`src/rtl/sdram_pkg.sv`:
```
// Shared SDRAM command encodings, FSM state encoding and bus widths.
// Latency: n/a (declarations only).
// Backpressure: n/a.
package sdram_pkg;

  localparam int CMD_W  = 4;
  localparam int ADDR_W = 13;
  localparam int BANK_W = 2;

  // {cs_n, ras_n, cas_n, we_n}
  localparam logic [CMD_W-1:0] CMD_NOP  = 4'b0111;
  localparam logic [CMD_W-1:0] CMD_AREF = 4'b0001;
  localparam logic [CMD_W-1:0] CMD_ACT  = 4'b0011;
  localparam logic [CMD_W-1:0] CMD_WR   = 4'b0100;
  localparam logic [CMD_W-1:0] CMD_RD   = 4'b0101;
  localparam logic [CMD_W-1:0] CMD_PRE  = 4'b0010;

  typedef enum logic [2:0] {
    ST_INIT  = 3'd0,
    ST_ARBIT = 3'd1,
    ST_AREF  = 3'd2,
    ST_WRITE = 3'd3,
    ST_READ  = 3'd4
  } state_t;

  // True while some master owns the SDRAM pins.
  function automatic logic is_grant(input state_t s);
    return (s == ST_AREF) || (s == ST_WRITE) || (s == ST_READ);
  endfunction

endpackage

```
`src/rtl/sdram_ref_timer.sv`:
```
// Free-running refresh interval counter that raises ref_pend once per REF_CYC cycles.
// Latency: ref_pend rises the cycle after the counter reaches REF_CYC-1.
// Backpressure: none; an expiry while ref_pend is already set is absorbed.
module sdram_ref_timer #(
  parameter int REF_CYC = 780
) (
  input  logic sclk,
  input  logic sys_rstn,
  input  logic run,
  input  logic ack,
  output logic ref_pend
);

  localparam int CNT_W = (REF_CYC > 1) ? $clog2(REF_CYC) : 1;

  logic [CNT_W-1:0] cnt;
  logic             expire;

  assign expire = run && (cnt == CNT_W'(REF_CYC - 1));

  // Interval counter: advances only once init has finished, wraps at terminal count.
  always_ff @(posedge sclk or posedge sys_rstn) begin
    if (sys_rstn) begin
      cnt <= '0;
    end else if (run) begin
      cnt <= expire ? '0 : cnt + 1'b1;
    end
  end

  // Pending flag: a fresh expiry wins over the acknowledge so no refresh is lost.
  always_ff @(posedge sclk or posedge sys_rstn) begin
    if (sys_rstn) begin
      ref_pend <= 1'b0;
    end else if (expire) begin
      ref_pend <= 1'b1;
    end else if (ack) begin
      ref_pend <= 1'b0;
    end
  end

endmodule

```
`src/rtl/sdram_arbit.sv`:
```
// SDRAM command arbiter: grants init/refresh/write/read masters (refresh > write > read) and muxes their bus.
// Latency: trig to grant 2 cycles; end to next grant 2 cycles; bus mux is combinational (0 cycles).
// Backpressure: requests queue as single pending flags; ref_due asks the active master to yield. Watchdog: SDRAM_ARB_WDOG_EN.
module sdram_arbit
  import sdram_pkg::*;
#(
  parameter int REF_CYC  = 780,
  parameter int WDOG_CYC = 1024
) (
  input  logic              sclk,
  input  logic              sys_rstn,
  input  logic              init_done,
  input  logic [CMD_W-1:0]  init_cmd,
  input  logic [ADDR_W-1:0] init_addr,
  input  logic              wr_trig,
  input  logic              rd_trig,
  input  logic              aref_end,
  input  logic              wr_end,
  input  logic              rd_end,
  input  logic [CMD_W-1:0]  aref_cmd,
  input  logic [ADDR_W-1:0] aref_addr,
  input  logic [CMD_W-1:0]  wr_cmd,
  input  logic [ADDR_W-1:0] wr_addr,
  input  logic [BANK_W-1:0] wr_bank,
  input  logic [CMD_W-1:0]  rd_cmd,
  input  logic [ADDR_W-1:0] rd_addr,
  input  logic [BANK_W-1:0] rd_bank,
  output logic              aref_en,
  output logic              wr_en,
  output logic              rd_en,
  output logic              ref_due,
  output logic [CMD_W-1:0]  sdram_cmd,
  output logic [ADDR_W-1:0] sdram_addr,
  output logic [BANK_W-1:0] sdram_bank,
  output logic              wdog_err
);

  state_t state, next_state;
  logic   wr_pend, rd_pend, ref_pend;
  logic   ref_ack, wr_ack, rd_ack;
  logic   end_match;
  logic   wdog_hit;

  // Entry cycles: the pending flag for the granted master clears on the same edge the grant starts.
  assign ref_ack = (state == ST_ARBIT) && (next_state == ST_AREF);
  assign wr_ack  = (state == ST_ARBIT) && (next_state == ST_WRITE);
  assign rd_ack  = (state == ST_ARBIT) && (next_state == ST_READ);

  assign end_match = ((state == ST_AREF)  && aref_end) ||
                     ((state == ST_WRITE) && wr_end)   ||
                     ((state == ST_READ)  && rd_end);

  sdram_ref_timer #(
    .REF_CYC (REF_CYC)
  ) u_ref_timer (
    .sclk     (sclk),
    .sys_rstn (sys_rstn),
    .run      (state != ST_INIT),
    .ack      (ref_ack),
    .ref_pend (ref_pend)
  );

  // Request latches: a trig on the entry cycle keeps the flag set, queueing one more transaction.
  always_ff @(posedge sclk or posedge sys_rstn) begin
    if (sys_rstn) begin
      wr_pend <= 1'b0;
      rd_pend <= 1'b0;
    end else begin
      wr_pend <= wr_trig | (wr_pend & ~wr_ack);
      rd_pend <= rd_trig | (rd_pend & ~rd_ack);
    end
  end

`ifdef SDRAM_ARB_WDOG_EN
  localparam int WD_W = (WDOG_CYC > 1) ? $clog2(WDOG_CYC) : 1;

  logic [WD_W-1:0] wdog_cnt;
  logic            wdog_err_q;

  assign wdog_hit = is_grant(state) && (wdog_cnt == WD_W'(WDOG_CYC - 1));

  // Grant-age counter: zero on entry, one count per granted cycle.
  always_ff @(posedge sclk or posedge sys_rstn) begin
    if (sys_rstn) begin
      wdog_cnt <= '0;
    end else if (!is_grant(state)) begin
      wdog_cnt <= '0;
    end else begin
      wdog_cnt <= wdog_cnt + 1'b1;
    end
  end

  // Timeout pulse: only when the grant is revoked, not when the master ended on its last allowed cycle.
  always_ff @(posedge sclk or posedge sys_rstn) begin
    if (sys_rstn) begin
      wdog_err_q <= 1'b0;
    end else begin
      wdog_err_q <= wdog_hit & ~end_match;
    end
  end

  assign wdog_err = wdog_err_q;
`else
  assign wdog_hit = 1'b0;
  assign wdog_err = 1'b0;
`endif

  // State register.
  always_ff @(posedge sclk or posedge sys_rstn) begin
    if (sys_rstn) begin
      state <= ST_INIT;
    end else begin
      state <= next_state;
    end
  end

  // Next state: fixed priority in ARBIT, masters leave on their own end pulse or on watchdog.
  always_comb begin
    next_state = state;
    case (state)
      ST_INIT:  if (init_done) next_state = ST_ARBIT;
      ST_ARBIT: begin
        if (ref_pend)     next_state = ST_AREF;
        else if (wr_pend) next_state = ST_WRITE;
        else if (rd_pend) next_state = ST_READ;
      end
      ST_AREF, ST_WRITE, ST_READ: begin
        if (end_match || wdog_hit) next_state = ST_ARBIT;
      end
      default:  next_state = ST_INIT;
    endcase
  end

  assign aref_en = (state == ST_AREF);
  assign wr_en   = (state == ST_WRITE);
  assign rd_en   = (state == ST_READ);
  assign ref_due = ref_pend && ((state == ST_WRITE) || (state == ST_READ));

  // Pin mux: the owning master drives the pins in the same cycle; ARBIT idles with NOP.
  always_comb begin
    sdram_cmd  = CMD_NOP;
    sdram_addr = '0;
    sdram_bank = '0;
    case (state)
      ST_INIT: begin
        sdram_cmd  = init_cmd;
        sdram_addr = init_addr;
      end
      ST_AREF: begin
        sdram_cmd  = aref_cmd;
        sdram_addr = aref_addr;
      end
      ST_WRITE: begin
        sdram_cmd  = wr_cmd;
        sdram_addr = wr_addr;
        sdram_bank = wr_bank;
      end
      ST_READ: begin
        sdram_cmd  = rd_cmd;
        sdram_addr = rd_addr;
        sdram_bank = rd_bank;
      end
      default: ;
    endcase
  end

endmodule

```
`config.mk`:
```
export PLATFORM = sky130hd
export DESIGN_NAME = sdram_arbit
export DESIGN_NICKNAME = d
export VERILOG_FILES = /design/src/rtl/sdram_pkg.sv /design/src/rtl/sdram_ref_timer.sv /design/src/rtl/sdram_arbit.sv
export SDC_FILE = /design/constraint.sdc
export NUM_CORES = 1
export LEC_CHECK = 0
export ABC_CLOCK_PERIOD_IN_PS = 4700
export CORE_MARGIN = 2
export CORE_UTILIZATION = 36
export DETAILED_ROUTE_END_ITERATION = 8
export GPL_ROUTABILITY_DRIVEN = 0
export GPL_TIMING_DRIVEN = 0
export MAX_ROUTING_LAYER = met4
export PLACE_DENSITY = 0.87
export SLEW_MARGIN = 40
export SYNTH_ARGS = -nofsm -noshare
export SYNTH_HDL_FRONTEND = slang
export SYNTH_SLANG_ARGS = --single-unit
```
`constraint.sdc`:
```
create_clock -name sclk -period 4.7 [get_ports sclk]
set_input_delay 0.94 -clock sclk [delete_from_list [all_inputs] [get_ports sclk]]
set_output_delay 0.94 -clock sclk [all_outputs]
set_load 0.01 [all_outputs]
```
==> impl_metrics.env, run 1 <==
export IMPL_synth_warnings=0
export IMPL_postSynthCellCount=138
export IMPL_ys_seq_area_share_pct=30.45
export IMPL_wire_per_inst_um=15.13
export IMPL_grt_total_usage_pct=21.04
export IMPL_crit_slowest_cell="clkdlybuf4s50_1"
export IMPL_layout_nets=326
export IMPL_rsz0062_at_grt="no"
export IMPL_grt_antenna_before_repair=0
export IMPL_yosys_register_bits=16
export IMPL_cts_buffers=3
export IMPL_ctsHoldBuffers=0
export IMPL_htree_levels=1
export IMPL_ctsResizeCount=0
export IMPL_slowest_delay_ps=550
export IMPL_drive_above_1_share_pct=9.836
export IMPL_antennaDiodeCount=0
export IMPL_syn_avg_cell_area_um2=9.529
export IMPL_end_kind="primary output"
export IMPL_powerDensity_nw_per_um2=508.1
export IMPL_hold_path_class="register to register"
export IMPL_grt_first_pass_wirelength_mm=6.720
export IMPL_multi_input_area_um2=829.5
export IMPL_io_pins=104
export IMPL_crit_required_ps=3760
export IMPL_status="completed"
export IMPL_chipWidth_um=64.44
export IMPL_relSlewSlack_pct=60.43
export IMPL_vias_per_cell=5.266
export IMPL_holdCritStartpoint="u_ref_timer.cnt[9]"
export IMPL_routed_wl_mm=4.389
export IMPL_min_period_ps=3260
export IMPL_rr_startpoint="state[1]"
export IMPL_critPathMaxFanout=10
export IMPL_vias=1527
export IMPL_drt_iter0_markers=71
export IMPL_syn_to_final_growth_pct=84.78
export IMPL_setup_viol=0
export IMPL_cap_violations=0
export IMPL_port_buffers=102
export IMPL_finalSetupTns_ps=0
export IMPL_dieHeight_um=64.44
export IMPL_grt_max_degree=17
export IMPL_ir_worst_vdd_v=0.0003079
export IMPL_worstPathCellList="nand2b_2 > nor2_2 > buf_4 > a221o_1 > clkdlybuf4s50_1"
export IMPL_skew_ps=7.617
export IMPL_dp_slack_ps=1443
export IMPL_worstSetupPathType="register to primary output"
export IMPL_cts_sinks=16
export IMPL_post_cts_buffers=0
export IMPL_drc_errors=0
export IMPL_clk_path_buf_depth=2
export IMPL_coreArea_um2=3416
export IMPL_cellLeakagePower_nw=0.9814
export IMPL_place_area_um2=2394
export IMPL_drt_antenna_violating_nets=0
export IMPL_place_hpwl_mm=3.498
export IMPL_slew_viol_final=0
export IMPL_hold_violations=0
export IMPL_cts_root_buf="clkbuf_4"
export IMPL_clk_pin_slew_ps=100
export IMPL_cp_num_buf_inv=2
export IMPL_start_util_pct=38.50
export IMPL_synth_fp_nets=219
export IMPL_startpoint="state[2]"
export IMPL_grt_ovfl_total=0
export IMPL_row_count=21
export IMPL_drt_pass1_iter_count=4
export IMPL_critical_path_top_delay_family="buffers and inverters"
export IMPL_max_slew_worst_pin_slew_ps=592.9
export IMPL_ys_types=48
export IMPL_synth_area_um2=1315
export IMPL_dieArea_um2=4153
export IMPL_grt_pass1_vias=1303
export IMPL_cp_start_kind="register"
export IMPL_max_freq_ghz=0.3068
export IMPL_worst_slack_ps=1440
export IMPL_final_fill_count=267
export IMPL_regArea_um2=400.4
export IMPL_critPathArrivalTime_ps=2320
export IMPL_post_route_period_util_pct=69.35
export IMPL_cts_tree="yes"
export IMPL_clk_latency_ps=300
export IMPL_fin_area_um2=2430
[routing by layer]
metal | part of all wire (%) | wire, um | vias to the layer above | GRT usage, %
li1 | - | - | 750 | -
met5 | 0 | 0 | - | -
met4 | 1.4 | 60 | 0 | 6.117
met1 | 43 | 1888 | 702 | 27.45
met3 | 7.5 | 329 | 6 | 4.861
met2 | 48 | 2110 | 69 | 32.81
[worst paths after layout]
check	endpoint	slack [ps]	cells after the start
worst max register to register	u_ref_timer.cnt[3]	3170	5
worst min-delay path	u_ref_timer.cnt[9]	500	1
max in group asynchronous	u_ref_timer.cnt[8]	3320	2
min in group asynchronous	u_ref_timer.cnt[0]	990	2
worst max-delay path	sdram_addr[9]	1440	5
worst min register to register	u_ref_timer.cnt[9]	500	1
[cells in the mapped netlist (all sizes together)]
cell type   n  area (um^2)
and2        4        25.02
inv         3        11.26
nor2b       1        6.260
a31oi       1        6.260
xnor2       2        17.52
o22a        1        8.760
a21oi       2        10.01
buf         9        73.82
o41ai       1        8.760
ha          1        12.51
dfrtp      16        400.4
xor2        4        35.03
o31a        1        8.760
o211ai      1        7.510
a221o      14        140.1
nor2       12        55.06
a22oi       3        22.52
o31ai       2        15.01
nand2      12        52.55
nor3        4        41.29
or3         1        6.260
nor4bb      1        10.01
o22ai       1        6.260
o21a        1        7.510
o21ai       3        15.01
and3        1        6.260
mux2i       4        40.04
nand4       3        40.04
nand3       4        20.02
and4        1        8.760
nand2b      3        21.27
a211oi      3        22.52
conb        1        3.750
a22o       16        140.1
nor4b       1        8.760
[sequential cells by signal, indices dropped and copies added, names as in the netlist]
| signal | cells |
|---|---|
| u_ref_timer.cnt | 10 |
| wr_pend | 1 |
| u_ref_timer.ref_pend | 1 |
| state | 3 |
| rd_pend | 1 |
[cell type report]
cell class / count / area share [%]
Inverter: 3 / 0.4634
Timing Repair Buffer: 102 / 42.02
Tap cell: 46 / 2.369
Clock buffer: 4 / 1.493
Buffer: 9 / 3.038
Multi-Input combinational cell: 110 / 34.14
Sequential cell: 16 / 16.48
[cells by family after synthesis]
family | synth area share (%)
adder cells (fa/ha/maj) | 0.9513
AND/OR/NAND/NOR | 22.93
AO/OA/AOI/OAI | 31.87
buffers and inverters | 6.470
multiplexers | 3.045
flip-flops | 30.45
XOR/XNOR | 3.996
other | 0.2852
[where the power goes]
group          switching [mW]  internal [mW]
combinational           0.385          0.502
clock                  0.0482         0.0473
sequential             0.0650          0.187
total                   0.499          0.736
[worst reg2reg max path, cell delays in order, from the launching register on]
cell     delay [ps]
dfrtp_1         490
or3_1           400
buf_4           180
nand4_4         140
xor2_1          170
nor2_1           50
[through the flow]
stage | hold slack, ps | instances | util [%] | total power [mW]
floorplan | 444.6 | 138 | - | 0.7767
global placement | 466.3 | 286 | 70.07 | 1.134
detailed placement | 471.2 | 286 | 70.07 | 1.146
CTS | 492.0 | 290 | 71.14 | 1.241
global route | 512.9 | 290 | 71.14 | 1.332
finish | 502.0 | 290 | 71.14 | 1.234
[cell usage in the layout (no fill, tap or decap), types with 3 or more instances in the layout]
| cell type | instances |
|---|---|
| nand3_1 | 4 |
| buf_6 | 3 |
| nor2_1 | 10 |
| mux2i_1 | 4 |
| a211oi_1 | 3 |
| nand2_1 | 11 |
| clkdlybuf4s50_1 | 102 |
| buf_4 | 4 |
| a22o_1 | 16 |
| dfrtp_1 | 16 |
| clkbuf_4 | 3 |
| xor2_1 | 4 |
| a22oi_1 | 3 |
| a221o_1 | 14 |
Power figures use the tool's default switching activity.
==> run 2: changes to the inputs <==
- ABC_CLOCK_PERIOD_IN_PS: 4700 -> 2950
- CORE_UTILIZATION: 36 -> 30
- PLACE_DENSITY: 0.87 -> 0.77
- clock period: 4.7 -> 2.95 ns (I/O delays scaled with it)
==> run 2 against run 1 <==
- flip-flop and latch count stayed put
- clock-buffer cell count unchanged
- worst hold slack got worse by 14 ps
- cell count increased by 2.1%
- largest cell class unchanged
- highest routed layer unchanged
==> impl_metrics.env, run 2 (synthesis results as in run 1) <==
export IMPL_status="completed"
export IMPL_finalSetupTns_ps=0
export IMPL_cp_start_kind="register"
export IMPL_htree_levels=1
export IMPL_row_count=24
export IMPL_cp_num_buf_inv=3
export IMPL_max_freq_ghz=0.3552
export IMPL_end_kind="primary output"
export IMPL_rr_startpoint="state[1]"
export IMPL_total_power_mw=2.028
export IMPL_post_cts_buffers=0
export IMPL_drive_above_1_share_pct=9.836
export IMPL_clk_path_buf_depth=2
export IMPL_grt_total_usage_pct=18.36
export IMPL_grt_antenna_before_repair=0
export IMPL_critPathMaxFanout=10
export IMPL_grt_pass1_vias=1449
export IMPL_hold_path_class="register to register"
export IMPL_intPower_mw=1.220
export IMPL_rsz0062_at_grt="no"
export IMPL_slowest_delay_ps=530
export IMPL_slew_viol_final=0
export IMPL_fin_hold_ws_ps=488.2
export IMPL_vias=1498
export IMPL_worstSetupPathType="register to primary output"
export IMPL_powerDensity_nw_per_um2=824.2
export IMPL_dieHeight_um=70.21
export IMPL_antennaDiodeCount=0
export IMPL_final_fill_count=410
export IMPL_wire_per_inst_um=15.07
export IMPL_r2r_slack_ps=1460
export IMPL_cap_violations=0
export IMPL_routed_wl_mm=4.462
export IMPL_drc_errors=0
export IMPL_vias_per_cell=5.061
export IMPL_clk_pin_slew_ps=70
export IMPL_max_slew_worst_pin_slew_ps=602.2
export IMPL_start_util_pct=30.62
export IMPL_reg2reg_depth=5
export IMPL_whs_path_depth=1
export IMPL_power_frac_comb_pct=70.4
export IMPL_cts_buffers=3
export IMPL_dieArea_um2=4929
export IMPL_ir_worst_vdd_v=0.0003871
export IMPL_port_buffers=102
export IMPL_fin_area_um2=2461
export IMPL_skew_ps=2.911
export IMPL_cellLeakagePower_nw=0.9897
export IMPL_io_pins=104
export IMPL_syn_to_final_growth_pct=87.16
export IMPL_largest_reg_flops=10
export IMPL_placed_cells=292
export IMPL_relSlewSlack_pct=59.81
export IMPL_stdcell_count=296
export IMPL_drt_iter0_markers=30
export IMPL_cts_tree="yes"
export IMPL_crit_slowest_cell="clkdlybuf4s50_1"
export IMPL_cts_sinks=16
export IMPL_drt_pass1_iter_count=4
export IMPL_critPathArrivalTime_ps=2220
export IMPL_reg2reg_to="u_ref_timer.cnt[3]"
export IMPL_final_common_cell="clkdlybuf4s50_1"
export IMPL_cts_root_buf="clkbuf_8"
export IMPL_largest_register="u_ref_timer.cnt"
export IMPL_hold_violations=0
export IMPL_switching_share_pct=39.85
export IMPL_critical_path_top_delay_family="buffers and inverters"
export IMPL_place_hpwl_mm=3.570
export IMPL_crit_required_ps=2360
export IMPL_place_area_um2=2401
export IMPL_grt_first_pass_wirelength_mm=7.176
export IMPL_layout_nets=326
export IMPL_drt_antenna_violating_nets=0
export IMPL_coreArea_um2=4294
export IMPL_setup_viol=0
export IMPL_post_route_period_util_pct=95.42
export IMPL_holdCritStartpoint="u_ref_timer.cnt[9]"
export IMPL_grt_ovfl_total=0
export IMPL_worstPathCellList="buf_4 > nor3_2 > buf_6 > a22o_1 > a221o_1 > clkdlybuf4s50_1"
export IMPL_clk_latency_ps=250
export IMPL_min_to="u_ref_timer.cnt[9]"
export IMPL_netSwitchingPower_mw=0.8084
export IMPL_final_cell_mix="clkdlybuf4s50_1, a22o_1, dfrtp_1"
export IMPL_min_period_ps=2815
export IMPL_clock_power_share_pct=9.6
export IMPL_grt_max_degree=17
export IMPL_top_regs="u_ref_timer.cnt: 10 flops, state: 3 flops"
export IMPL_seq_power_share_pct=20.0
export IMPL_worstSetupPathDepth=6
export IMPL_chipWidth_um=70.21
[run 2: cell count changes in the layout (fill, tap and decap cells not counted)]
| cell | change |
|---|---|
| nor2_4 | +1 |
| nor2_2 | -1 |
| clkbuf_4 | -3 |
| clkbuf_8 | +3 |
[run 2: per-layer routing]
metal | GRT usage, % | wire (um)
met2 | 30.05 | 2172
met5 | - | 0
met3 | 2.020 | 241
met4 | 6.838 | 97
met1 | 23.43 | 1951
[run 2: worst max path at each step]
stage                         from              to
after detailed placement  state[2]   sdram_addr[9]
after global placement    state[2]   sdram_addr[9]
after CTS                 state[2]   sdram_addr[9]
after floorplan           state[0]  sdram_addr[10]
final                     state[0]   sdram_addr[2]
after global routing      state[0]   sdram_addr[6]
[run 2: final cells by class]
class	count	area (um^2)	area share [%]
Clock buffer	4	55.05	2.237
Buffer	9	73.82	2.999
Sequential cell	16	400.4	16.27
Multi-Input combinational cell	110	834.6	33.91
Timing Repair Buffer	102	1021	41.48
Tap cell	52	65.06	2.644
Inverter	3	11.26	0.4575
[run 2: power groups by stage]
stage | clock network [mW] | registers, mW | logic, mW
floorplan | 0 | 0.384 | 0.853
global placement | 0 | 0.401 | 1.41
detailed placement | 0 | 0.407 | 1.43
CTS | 0.198 | 0.404 | 1.43
global route | 0.206 | 0.421 | 1.56
finish | 0.194 | 0.405 | 1.43
[run 2: metrics by stage]
step | setup WS [ps] | utilization [%]
after floorplan | 1052 | -
after global placement | 387.7 | 55.91
after detailed placement | 355.7 | 55.91
after CTS | 71.21 | 57.20
after global routing | 31.89 | 57.31
final | 135.0 | 57.31
[run 2: what timing repair did]
action,in CTS,in global routing
endpoints found under the setup margin,0,5
hold endpoints to repair,0,0
resized for setup,0,1
hold buffers,0,0
[run 2: worst reg2reg max path, stage by stage (launching register included)]
cell and delay, ps:
dfrtp_1 470, or3_1 390, buf_4 180, nand4_4 130
xor2_1 160, nor2_1 50
